--- config.mk ---
export PLATFORM = sky130hd
export DESIGN_NAME = vx_issue_unit
export DESIGN_NICKNAME = d
export VERILOG_FILES = /design/src/rtl/vx_issue_pkg.sv /design/src/rtl/vx_issue_scoreboard.sv /design/src/rtl/vx_issue_unit.sv
export SDC_FILE = /design/constraint.sdc
export NUM_CORES = 2
export LEC_CHECK = 0
export ABC_AREA = 1
export CAP_MARGIN = 30
export CORE_AREA = 4 4 394 396
export CTS_CLUSTER_DIAMETER = 50
export DETAILED_ROUTE_END_ITERATION = 10
export DIE_AREA = 0 0 398 400
export PLACE_DENSITY = 0.44
export SYNTH_ARGS = -nofsm -noshare
export SYNTH_HDL_FRONTEND = slang
export SYNTH_SLANG_ARGS = --single-unit
export TNS_END_PERCENT = 20
--- constraint.sdc ---
create_clock -name clk -period 3.1 [get_ports clk]
set_input_delay 0.31 -clock clk [delete_from_list [all_inputs] [get_ports clk]]
set_output_delay 0.31 -clock clk [all_outputs]
set_load 0.02 [all_outputs]
--- src/rtl/vx_issue_pkg.sv ---
// Shared widths, execute-unit encodings and the decoded-instruction record for the issue stage.
package vx_issue_pkg;

    localparam int NUM_WARPS   = 4;
    localparam int NUM_THREADS = 4;
    localparam int NUM_REGS    = 64;
    localparam int XLEN        = 32;
    localparam int PERF_W      = 44;

    localparam int WID_W  = $clog2(NUM_WARPS);
    localparam int REG_W  = $clog2(NUM_REGS);
    localparam int DATA_W = NUM_THREADS * XLEN;

    localparam logic [2:0] EX_ALU = 3'd0;
    localparam logic [2:0] EX_LSU = 3'd1;
    localparam logic [2:0] EX_CSR = 3'd2;
    localparam logic [2:0] EX_FPU = 3'd3;
    localparam logic [2:0] EX_GPU = 3'd4;

    // Everything the execute side needs; rs2/rs3 only address the register file, so they are not kept.
    typedef struct packed {
        logic [WID_W-1:0]       wid;
        logic [NUM_THREADS-1:0] tmask;
        logic [XLEN-1:0]        pc;
        logic [2:0]             ex_type;
        logic [3:0]             op_type;
        logic [2:0]             op_mod;
        logic                   wb;
        logic [REG_W-1:0]       rd;
        logic [REG_W-1:0]       rs1;
        logic [XLEN-1:0]        imm;
        logic                   use_pc;
        logic                   use_imm;
    } issue_instr_t;

    function automatic logic [PERF_W-1:0] active_lanes(input logic [NUM_THREADS-1:0] mask);
        logic [PERF_W-1:0] cnt;
        cnt = '0;
        for (int i = 0; i < NUM_THREADS; i++) begin
            cnt = cnt + PERF_W'(mask[i]);
        end
        return cnt;
    endfunction

endpackage

--- src/rtl/vx_issue_scoreboard.sv ---
// Per-warp register busy bits with a combinational RAW/WAW hazard check against registered state.
module vx_issue_scoreboard
    import vx_issue_pkg::*;
(
    input  logic             clk,
    input  logic             reset,
    input  logic [WID_W-1:0] chk_wid,
    input  logic [REG_W-1:0] chk_rs1,
    input  logic [REG_W-1:0] chk_rs2,
    input  logic [REG_W-1:0] chk_rs3,
    input  logic [REG_W-1:0] chk_rd,
    input  logic             chk_wb,
    input  logic             set_valid,
    input  logic [WID_W-1:0] set_wid,
    input  logic [REG_W-1:0] set_rd,
    input  logic             clr_valid,
    input  logic [WID_W-1:0] clr_wid,
    input  logic [REG_W-1:0] clr_rd,
    output logic             hazard
);

    logic [NUM_WARPS-1:0][NUM_REGS-1:0] busy;
    logic [NUM_WARPS-1:0][NUM_REGS-1:0] busy_next;

    // Clear is applied first so a same-cycle set of the same entry wins; x0 is never tracked.
    always_comb begin
        busy_next = busy;
        if (clr_valid) begin
            busy_next[clr_wid][clr_rd] = 1'b0;
        end
        if (set_valid && (set_rd != '0)) begin
            busy_next[set_wid][set_rd] = 1'b1;
        end
    end

    always_ff @(posedge clk) begin
        if (reset) begin
            busy <= '0;
        end else begin
            busy <= busy_next;
        end
    end

    assign hazard = busy[chk_wid][chk_rs1]
                  | busy[chk_wid][chk_rs2]
                  | busy[chk_wid][chk_rs3]
                  | (chk_wb & busy[chk_wid][chk_rd]);

endmodule

--- src/rtl/vx_issue_unit.sv ---
// Issue stage: scoreboard gating, GPR read request, output register with operand bypass/hold.
// Optional build macro PERF_COUNTERS_EN adds the four performance counters and their ports.
module vx_issue_unit
    import vx_issue_pkg::*;
(
    input  logic                   clk,
    input  logic                   reset,

    input  logic                   dec_valid,
    output logic                   dec_ready,
    input  logic [WID_W-1:0]       dec_wid,
    input  logic [NUM_THREADS-1:0] dec_tmask,
    input  logic [XLEN-1:0]        dec_pc,
    input  logic [2:0]             dec_ex_type,
    input  logic [3:0]             dec_op_type,
    input  logic [2:0]             dec_op_mod,
    input  logic                   dec_wb,
    input  logic [REG_W-1:0]       dec_rd,
    input  logic [REG_W-1:0]       dec_rs1,
    input  logic [REG_W-1:0]       dec_rs2,
    input  logic [REG_W-1:0]       dec_rs3,
    input  logic [XLEN-1:0]        dec_imm,
    input  logic                   dec_use_pc,
    input  logic                   dec_use_imm,

    output logic [WID_W-1:0]       gpr_req_wid,
    output logic [REG_W-1:0]       gpr_req_rs1,
    output logic [REG_W-1:0]       gpr_req_rs2,
    output logic [REG_W-1:0]       gpr_req_rs3,
    input  logic [DATA_W-1:0]      gpr_rsp_rs1_data,
    input  logic [DATA_W-1:0]      gpr_rsp_rs2_data,
    input  logic [DATA_W-1:0]      gpr_rsp_rs3_data,

    input  logic                   wb_valid,
    input  logic [WID_W-1:0]       wb_wid,
    input  logic [REG_W-1:0]       wb_rd,
    input  logic                   wb_eop,

    output logic                   iss_valid,
    input  logic                   iss_ready,
    output logic [WID_W-1:0]       iss_wid,
    output logic [NUM_THREADS-1:0] iss_tmask,
    output logic [XLEN-1:0]        iss_pc,
    output logic [2:0]             iss_ex_type,
    output logic [3:0]             iss_op_type,
    output logic [2:0]             iss_op_mod,
    output logic                   iss_wb,
    output logic [REG_W-1:0]       iss_rd,
    output logic [REG_W-1:0]       iss_rs1,
    output logic [XLEN-1:0]        iss_imm,
    output logic                   iss_use_pc,
    output logic                   iss_use_imm,
    output logic [DATA_W-1:0]      iss_rs1_data,
    output logic [DATA_W-1:0]      iss_rs2_data,
    output logic [DATA_W-1:0]      iss_rs3_data
`ifdef PERF_COUNTERS_EN
    ,
    output logic [PERF_W-1:0]      perf_scb_stalls,
    output logic [PERF_W-1:0]      perf_iss_stalls,
    output logic [PERF_W-1:0]      perf_issued,
    output logic [PERF_W-1:0]      perf_active_thr
`endif
);

    issue_instr_t dec_instr;
    issue_instr_t iss_instr;
    logic         hazard;
    logic         scb_stall;
    logic         fire;
    logic         first_cycle;
    logic [DATA_W-1:0] hold_rs1;
    logic [DATA_W-1:0] hold_rs2;
    logic [DATA_W-1:0] hold_rs3;

    assign dec_instr = '{
        wid:     dec_wid,
        tmask:   dec_tmask,
        pc:      dec_pc,
        ex_type: dec_ex_type,
        op_type: dec_op_type,
        op_mod:  dec_op_mod,
        wb:      dec_wb,
        rd:      dec_rd,
        rs1:     dec_rs1,
        imm:     dec_imm,
        use_pc:  dec_use_pc,
        use_imm: dec_use_imm
    };

    assign gpr_req_wid = dec_wid;
    assign gpr_req_rs1 = dec_rs1;
    assign gpr_req_rs2 = dec_rs2;
    assign gpr_req_rs3 = dec_rs3;

    vx_issue_scoreboard scoreboard (
        .clk       (clk),
        .reset     (reset),
        .chk_wid   (dec_wid),
        .chk_rs1   (dec_rs1),
        .chk_rs2   (dec_rs2),
        .chk_rs3   (dec_rs3),
        .chk_rd    (dec_rd),
        .chk_wb    (dec_wb),
        .set_valid (fire & dec_wb),
        .set_wid   (dec_wid),
        .set_rd    (dec_rd),
        .clr_valid (wb_valid & wb_eop),
        .clr_wid   (wb_wid),
        .clr_rd    (wb_rd),
        .hazard    (hazard)
    );

    assign scb_stall = dec_valid & hazard;
    assign dec_ready = ~scb_stall & (~iss_valid | iss_ready);
    assign fire      = dec_valid & dec_ready;

    // first_cycle marks the cycle where the GPR response for the held instruction is on the bus.
    always_ff @(posedge clk) begin
        if (reset) begin
            iss_valid   <= 1'b0;
            iss_instr   <= '0;
            first_cycle <= 1'b0;
        end else begin
            if (fire) begin
                iss_valid <= 1'b1;
                iss_instr <= dec_instr;
            end else if (iss_ready) begin
                iss_valid <= 1'b0;
            end
            first_cycle <= fire;
        end
    end

    always_ff @(posedge clk) begin
        if (reset) begin
            hold_rs1 <= '0;
            hold_rs2 <= '0;
            hold_rs3 <= '0;
        end else if (first_cycle && !iss_ready) begin
            hold_rs1 <= gpr_rsp_rs1_data;
            hold_rs2 <= gpr_rsp_rs2_data;
            hold_rs3 <= gpr_rsp_rs3_data;
        end
    end

    assign iss_rs1_data = first_cycle ? gpr_rsp_rs1_data : hold_rs1;
    assign iss_rs2_data = first_cycle ? gpr_rsp_rs2_data : hold_rs2;
    assign iss_rs3_data = first_cycle ? gpr_rsp_rs3_data : hold_rs3;

    assign iss_wid     = iss_instr.wid;
    assign iss_tmask   = iss_instr.tmask;
    assign iss_pc      = iss_instr.pc;
    assign iss_ex_type = iss_instr.ex_type;
    assign iss_op_type = iss_instr.op_type;
    assign iss_op_mod  = iss_instr.op_mod;
    assign iss_wb      = iss_instr.wb;
    assign iss_rd      = iss_instr.rd;
    assign iss_rs1     = iss_instr.rs1;
    assign iss_imm     = iss_instr.imm;
    assign iss_use_pc  = iss_instr.use_pc;
    assign iss_use_imm = iss_instr.use_imm;

`ifdef PERF_COUNTERS_EN
    // Counters wrap naturally at PERF_W bits.
    always_ff @(posedge clk) begin
        if (reset) begin
            perf_scb_stalls <= '0;
            perf_iss_stalls <= '0;
            perf_issued     <= '0;
            perf_active_thr <= '0;
        end else begin
            if (scb_stall) begin
                perf_scb_stalls <= perf_scb_stalls + 1'b1;
            end
            if (iss_valid && !iss_ready) begin
                perf_iss_stalls <= perf_iss_stalls + 1'b1;
            end
            if (fire) begin
                perf_issued     <= perf_issued + 1'b1;
                perf_active_thr <= perf_active_thr + active_lanes(dec_tmask);
            end
        end
    end
`endif

endmodule

Yosys cells after proc, flatten, opt, wreduce, memory -nomap -nowiden
Index checks and enable logic that the tools add are counted.
{"block": "word_totals", "wordCells": 81, "register_bits": 737, "output_inout_bits": 501}
{"block": "classes", "bitwise_logic": 15, "reduce_logical": 9, "n_lt_le_gt_ge": 11, "mux": 25}
{"cell": "two-way mux 256 bit", "n": 2}
{"cell": "two-way mux 128 bit", "n": 3}
{"cell": "bitwise AND 256 bit", "n": 1}
{"cell": "demux 64 bit (select 2 bit)", "n": 2}
{"cell": "NOT 256 bit", "n": 1}
{"cell": "OR 256 bit", "n": 1}
{"cell": "two-way mux 64 bit", "n": 3}
{"cell": "binary-select mux 64 bit (select 2 bit)", "n": 1}
{"cell": "less-than comparator 6 x 7 -> 1 bit (second input constant)", "n": 5}
{"cell": "binary-select mux 1 bit (select 6 bit)", "n": 4}
{"cell": "demux 1 bit (select 6 bit)", "n": 2}
{"cell": ">= comparator 6 x 1 -> 1 bit (second input constant)", "n": 2}
{"cell": "two-way mux 1 bit", "n": 8}
{"cell": "bitwise AND 1 bit", "n": 6}
{"cell": "logical AND 1 bit", "n": 6}
{"cell": "less-than comparator 2 x 3 -> 1 bit (second input constant)", "n": 2}
{"cell": "nonzero test 6 bit", "n": 1}
{"cell": ">= comparator 2 x 1 -> 1 bit (second input constant)", "n": 2}
{"cell": "OR 1 bit", "n": 4}
{"cell": "NOT 1 bit", "n": 2}
{"cell": "nonzero test 2 bit", "n": 1}
{"cell": "logical NOT 1 bit", "n": 1}

Depth between registers and ports, before layout
{"block": "depth", "ltp_word": 14, "ltp_mapped": 25, "ltp_nobuf": 20}

Modules after synthesis
A second synthesis with hierarchy kept.
{"block": "unflattened", "hier_cells": 5529, "area_unflattened_um2": 36125.9}
{"module": "vx_issue_unit", "cells_each": 3151, "area_each_um2": 21349.2, "seq_area_each_um2": 9629.2, "n_inst": 1}
{"module": "vx_issue_scoreboard", "cells_each": 2378, "area_each_um2": 14776.7, "seq_area_each_um2": 5124.9, "n_inst": 1}

Worst setup path before layout
No wires, ideal clock.
{"block": "synth_timing", "path_type": "in2reg", "from": "in dec_wid[0]", "to": "reg scoreboard.busy[240] (netlist bit)", "slack_ns": 0.496, "setup_ns": 0.070, "stages": 24, "t_arrival_ns": 2.534, "path_cell_list": "buf_4 buf_2 buf_1 nand2_1 nand2_1 nand2_1 nand2_1 nand2_1 nand2_1 nor2_1 nand2_1 nand2_1 nand2_1 nor2_1 nand2_1 nand2_1 nand2_1 nor2_1 nand4_2 nor2_4 buf_4 buf_4 nand3_1 a21oi_1"}
{"block": "synth_between", "elab_chain_len": 14, "word_cells_on_any_way": 27, "cone_classes": "2 x order compare; 13 x mux; 10 x bitwise; 2 x reduce/logical"}
{"element": "from (decl)", "line_no": "vx_issue_unit.sv:11", "rtl": "input logic [WID_W-1:0] dec_wid,"}
{"element": "binary-select mux 64 bit (select 2 bit)"}
{"element": "two-way mux 64 bit (implied by the code)"}
{"element": "binary-select mux 1 bit (select 6 bit) (on tied branches)", "line_no": "vx_issue_scoreboard.sv:44, vx_issue_scoreboard.sv:45"}
{"element": "two-way mux 1 bit (on tied branches)", "line_no": "vx_issue_scoreboard.sv:44, vx_issue_scoreboard.sv:45"}
{"element": "OR 1 bit", "line_no": "vx_issue_scoreboard.sv:45", "rtl": "| busy[chk_wid][chk_rs2]"}
{"element": "OR 1 bit", "line_no": "vx_issue_scoreboard.sv:46", "rtl": "| busy[chk_wid][chk_rs3]"}
{"element": "OR 1 bit", "line_no": "vx_issue_scoreboard.sv:47", "rtl": "| (chk_wb & busy[chk_wid][chk_rd]);"}
{"element": "bitwise AND 1 bit", "line_no": "vx_issue_unit.sv:113", "rtl": "assign scb_stall = dec_valid & hazard;"}
{"element": "NOT 1 bit", "line_no": "vx_issue_unit.sv:114", "rtl": "assign dec_ready = ~scb_stall & (~iss_valid | iss_ready);"}
{"element": "bitwise AND 1 bit", "line_no": "vx_issue_unit.sv:114"}
{"element": "bitwise AND 1 bit", "line_no": "vx_issue_unit.sv:115", "rtl": "assign fire = dec_valid & dec_ready;"}
{"element": "bitwise AND 1 bit", "line_no": "vx_issue_unit.sv:104", "rtl": ".set_valid (fire & dec_wb),"}
{"element": "logical AND 1 bit", "line_no": "vx_issue_scoreboard.sv:31", "rtl": "if (set_valid && (set_rd != '0)) begin"}
{"element": "two-way mux 256 bit *", "line_no": "vx_issue_scoreboard.sv:31"}
{"element": "to (signal assigned)", "line_no": "vx_issue_scoreboard.sv:40", "rtl": "busy <= busy_next;"}
{"element": "to (decl)", "line_no": "vx_issue_scoreboard.sv:22", "rtl": "logic [NUM_WARPS-1:0][NUM_REGS-1:0] busy;"}
Mark *: on every way between the ends. The rest lies on a longest branch, timed or not. The select of a mux whose other input is x is not followed.
A chain may end at the register's enable or synchronous reset.

Final worst setup path
{"block": "layout_timing", "from": "reg scoreboard.busy[49] (netlist bit)", "to": "out dec_ready"}
{"block": "layout_between", "elab_chain_len": 10, "word_cells_on_any_way": 17, "cone_classes": "10 x mux; 7 x bitwise"}
{"element": "binary-select mux 64 bit (select 2 bit) *"}
{"element": "two-way mux 64 bit (implied by the code) *"}
{"element": "binary-select mux 1 bit (select 6 bit) (on tied branches)", "line_no": "vx_issue_scoreboard.sv:44, vx_issue_scoreboard.sv:45"}
{"element": "two-way mux 1 bit (on tied branches)", "line_no": "vx_issue_scoreboard.sv:44, vx_issue_scoreboard.sv:45"}
{"element": "OR 1 bit", "line_no": "vx_issue_scoreboard.sv:45"}
{"element": "OR 1 bit", "line_no": "vx_issue_scoreboard.sv:46"}
{"element": "OR 1 bit *", "line_no": "vx_issue_scoreboard.sv:47"}
{"element": "bitwise AND 1 bit *", "line_no": "vx_issue_unit.sv:113"}
{"element": "NOT 1 bit *", "line_no": "vx_issue_unit.sv:114"}
{"element": "bitwise AND 1 bit *", "line_no": "vx_issue_unit.sv:114"}
{"element": "to (decl)", "line_no": "vx_issue_unit.sv:10", "rtl": "output logic dec_ready,"}
Marks and branches as above.

==> summary.md <==
| Metric | Value |
|---|---|
| Power density over cell area | `509.7 nW/µm²` |
| Site Rows | `143` |
| Worst vdd ir | `0.0004100 V` |
| Post-DP Area | `51440 µm²` |
| Crit Path Max Fanout | `2` |
| Min-Delay Path Class | `input pin to register` |
| WP data required | `2.79 ns` |
| Number of synthesized flops with an enable pin | `0` |
| Nets | `7297` |
| Tmin final | `3.116 ns` |
| Status | `complete, but fails checks` |
| Mapped cell area | `36920 µm²` |
| # Max-Cap Violations | `0` |
| Worst-Skew Late Latency | `0.74 ns` |
| # setup viols final | `1` |
| DRT Pass-1 Iters | `5` |
| Die width | `398 µm` |
| Root Driver | `clkbuf_16` |
| Synth cell types | `23` |
| Antenna Nets Post-Route | `0` |
| Die Footprint | `159200 µm²` |
| Clock Pin Slew Worst Setup and Hold Paths | `0.06 ns` |
| Die Y-Extent | `400 µm` |
| Yosys Warn Count | `0` |
| Setup ws final | `-0.01556 ns` |
| Clock Path Buffers | `3` |
| RSZ-0062 raised after global routing | `yes` |
| Gate Count Post-Synth | `5729` |
| Register share of total power | `0.344` |
| Core ar. | `151500 µm²` |
| Port Buffer Count | `1005` |
| Tcrit/Tclk final | `1.005` |
| Highest clock rate | `321.0 MHz` |
| Critical path class | `register to output port` |
| Global Route Usage Sum | `0.2659` |
| Internal power | `20.35 mW` |
| Clock power frac | `0.495` |
| Final RePlAce weighted congestion | `0.9677` |
| Most common cell in the synthesized netlist | `nand2_1` |
| Ys async rst share | `0` |
| Flops & latches, synth | `737` |
| Initial antenna violation count | `72` |
| Worst setup SP type | `register` |
| Final Hold Fails | `0` |
| 1st-iter DRT viols | `4242` |
| CTS tree | `built` |
| Via density | `4.936` |
| Starting density of the core | `0.2436` |
| First-pass GRT wire length | `307100 µm` |
| Combinational power share | `0.161` |
| Net count after synthesis | `6234` |
| Sink Count | `737` |
| Failing checks | `setup timing` |
| Inserted Clock Buffers | `118` |
| Seq/Total Area, Yosys | `0.3996` |
| I/O Pins | `1006` |
| Worst Path Arrival | `2.81 ns` |
| Total gr overflow | `0` |
| Max-slew violation count | `0` |
| Fraction of layout cells with a size suffix above 1 | `0.1040` |
| CP Capture Type | `output port` |
| Slew headroom | `0.3878` |
| Total number of H-tree levels | `3` |
| Lkg Pwr | `21.85 nW` |
| Design Power | `28.54 mW` |
| Post-detail-place hpwl | `170200 µm` |
| Synth top area cells | `dfxtp_1, o21ai_0, nand2_1` |
| Wire per inst | `25.19 µm` |
| Largest net degree at the start of global routing | `125` |
| Commonest cells in the netlist | `nand2_1, o21ai_0, a21oi_1` |
| Net Sw Frac | `0.2871` |
| Synth area leader | `dfxtp_1` |
| Drt drc | `0` |
| Most used DFF post-synth | `dfxtp_1` |
| Vias | `44188` |
| Tightest Pin Transition | `0.9184 ns` |
| Top cell type's share of synthesized area | `0.3996` |
| Switching power | `8.195 mW` |
| Final instance area | `56000 µm²` |
| Routed WL | `225500 µm` |
| P&R area growth vs syn | `51.67%` |
| Syn_area_per_cell | `6.445 µm²` |
| Vias in the first global route | `39867` |
| Max Clock Skew | `0.05112 ns` |
power groups by stage:
| stage | combinational (mW) | sequential (mW) | clock, mW |
|---|---|---|---|
| floorplan | 1.67 | 10.1 | 0 |
| global placement | 4.55 | 10.0 | 0 |
| detailed placement | 4.55 | 10.0 | 0 |
| CTS | 4.56 | 9.83 | 14.4 |
| global route | 4.84 | 9.85 | 14.8 |
| finish | 4.59 | 9.83 | 14.1 |
cell type report:
cell class / count / area, µm²
antenna: 29 / 72.57
inverter: 528 / 1991
tap: 2030 / 2540
fill: 16171 / 95540
timing repair buffer: 1419 / 14090
sequential: 737 / 14760
clock buffer: 144 / 3222
multi-input combinational: 3988 / 18350
clock inverter: 77 / 977.2
layout by cell type (no fill, tap or decap), drive strengths merged:
cell type,count
nand2,1198
a21boi,1
o211ai,13
nand4,1
clkinv,32
clkinvlp,23
a21oi,742
dlymetal6s2s,46
o21ai,1120
buf,440
nor2,293
bufinv,16
dlygate4sd3,1
clkbuf,146
nor3,30
clkdlybuf4s50,836
diode,29
dlygate4sd2,94
inv,534
nand3,590
dfxtp,737
sequential cells by signal, summed over array words and instances, names as in the netlist, 4 cells and up:
signal	flops
hold_rs2	128
iss_op_type	4
iss_pc	32
iss_imm	32
iss_rs1	6
iss_tmask	4
scoreboard.busy	256
iss_rd	6
hold_rs3	128
hold_rs1	128
worst max-delay path: stages, from the launching register on:
cell	delay, ns
dfxtp_1	0.31
nand2_1	0.07
nand2_1	0.08
nand2_2	0.07
nand2_2	0.09
buf_4	0.15
o211ai_1	0.18
nand3_1	0.10
nand3_1	0.10
nand3_1	0.08
nand3_1	0.12
nand2_1	0.08
nor2_2	0.18
nand2_1	0.10
a21boi_2	0.21
buf_6	0.15
routing by layer:
metal,track usage,vias to the layer above,share of wire
li1,-,21075,-
met1,0.3391,20839,0.42
met2,0.4106,1862,0.44
met3,0.09189,396,0.097
met4,0.1052,16,0.041
met5,0,-,0.00047
path summary, 6_finish.rpt:
check                                  start                 endpoint  slack (ns)  cells past startpoint
max           scoreboard.busy[49]$_SDFF_PP0_                dec_ready       -0.02                     15
min reg2reg          iss_pc[20]$_SDFFE_PP0P_  iss_pc[20]$_SDFFE_PP0P_        0.44                      2
max reg2reg  scoreboard.busy[160]$_SDFF_PP0_  iss_pc[15]$_SDFFE_PP0P_        0.25                     20
min                               dec_pc[13]  iss_pc[13]$_SDFFE_PP0P_        0.21                      3
what timing repair did:
item                                    CTS  global route
endpoints found under the hold margin    10             0
gates cloned                              0             1
hold buffers                              1             0
gates resized for setup                 146            85
buffers inserted                          5             2
pin swaps                                 2            11
endpoints found under the setup margin  336           109
cells by family (layout without fill, tap and decap cells):
| family | after synthesis | in the layout | synth area share |
|---|---|---|---|
| AOI/OAI and AO/OA | 1876 | 1876 | 0.2553 |
| buffers and inverters | 1004 | 2168 | 0.1088 |
| DFF | 737 | 737 | 0.3996 |
| other | 0 | 29 | 0 |
| and+or+nand+nor | 2112 | 2112 | 0.2363 |
through the flow:
| step | worst slack, ns | TNS, ns | utilization | instances | hold WS [ns] |
|---|---|---|---|---|---|
| 6_report | -0.01556 | -0.01556 | 0.3695 | 8952 | 0.2065 |
| 5_1_grt | -0.1593 | -0.1893 | 0.3693 | 8937 | 0.1880 |
| 4_1_cts | -0.1170 | -0.1458 | 0.3669 | 8918 | 0.1422 |
| 3_5_place_dp | -0.6718 | -116.17 | 0.3394 | 8691 | 0.4331 |
| 3_3_place_gp | -0.6825 | -118.74 | 0.3394 | 8691 | 0.4291 |
| 2_1_floorplan | 0.4957 | 0 | - | 5729 | 0.4244 |
Power figures use the tool's default switching activity.
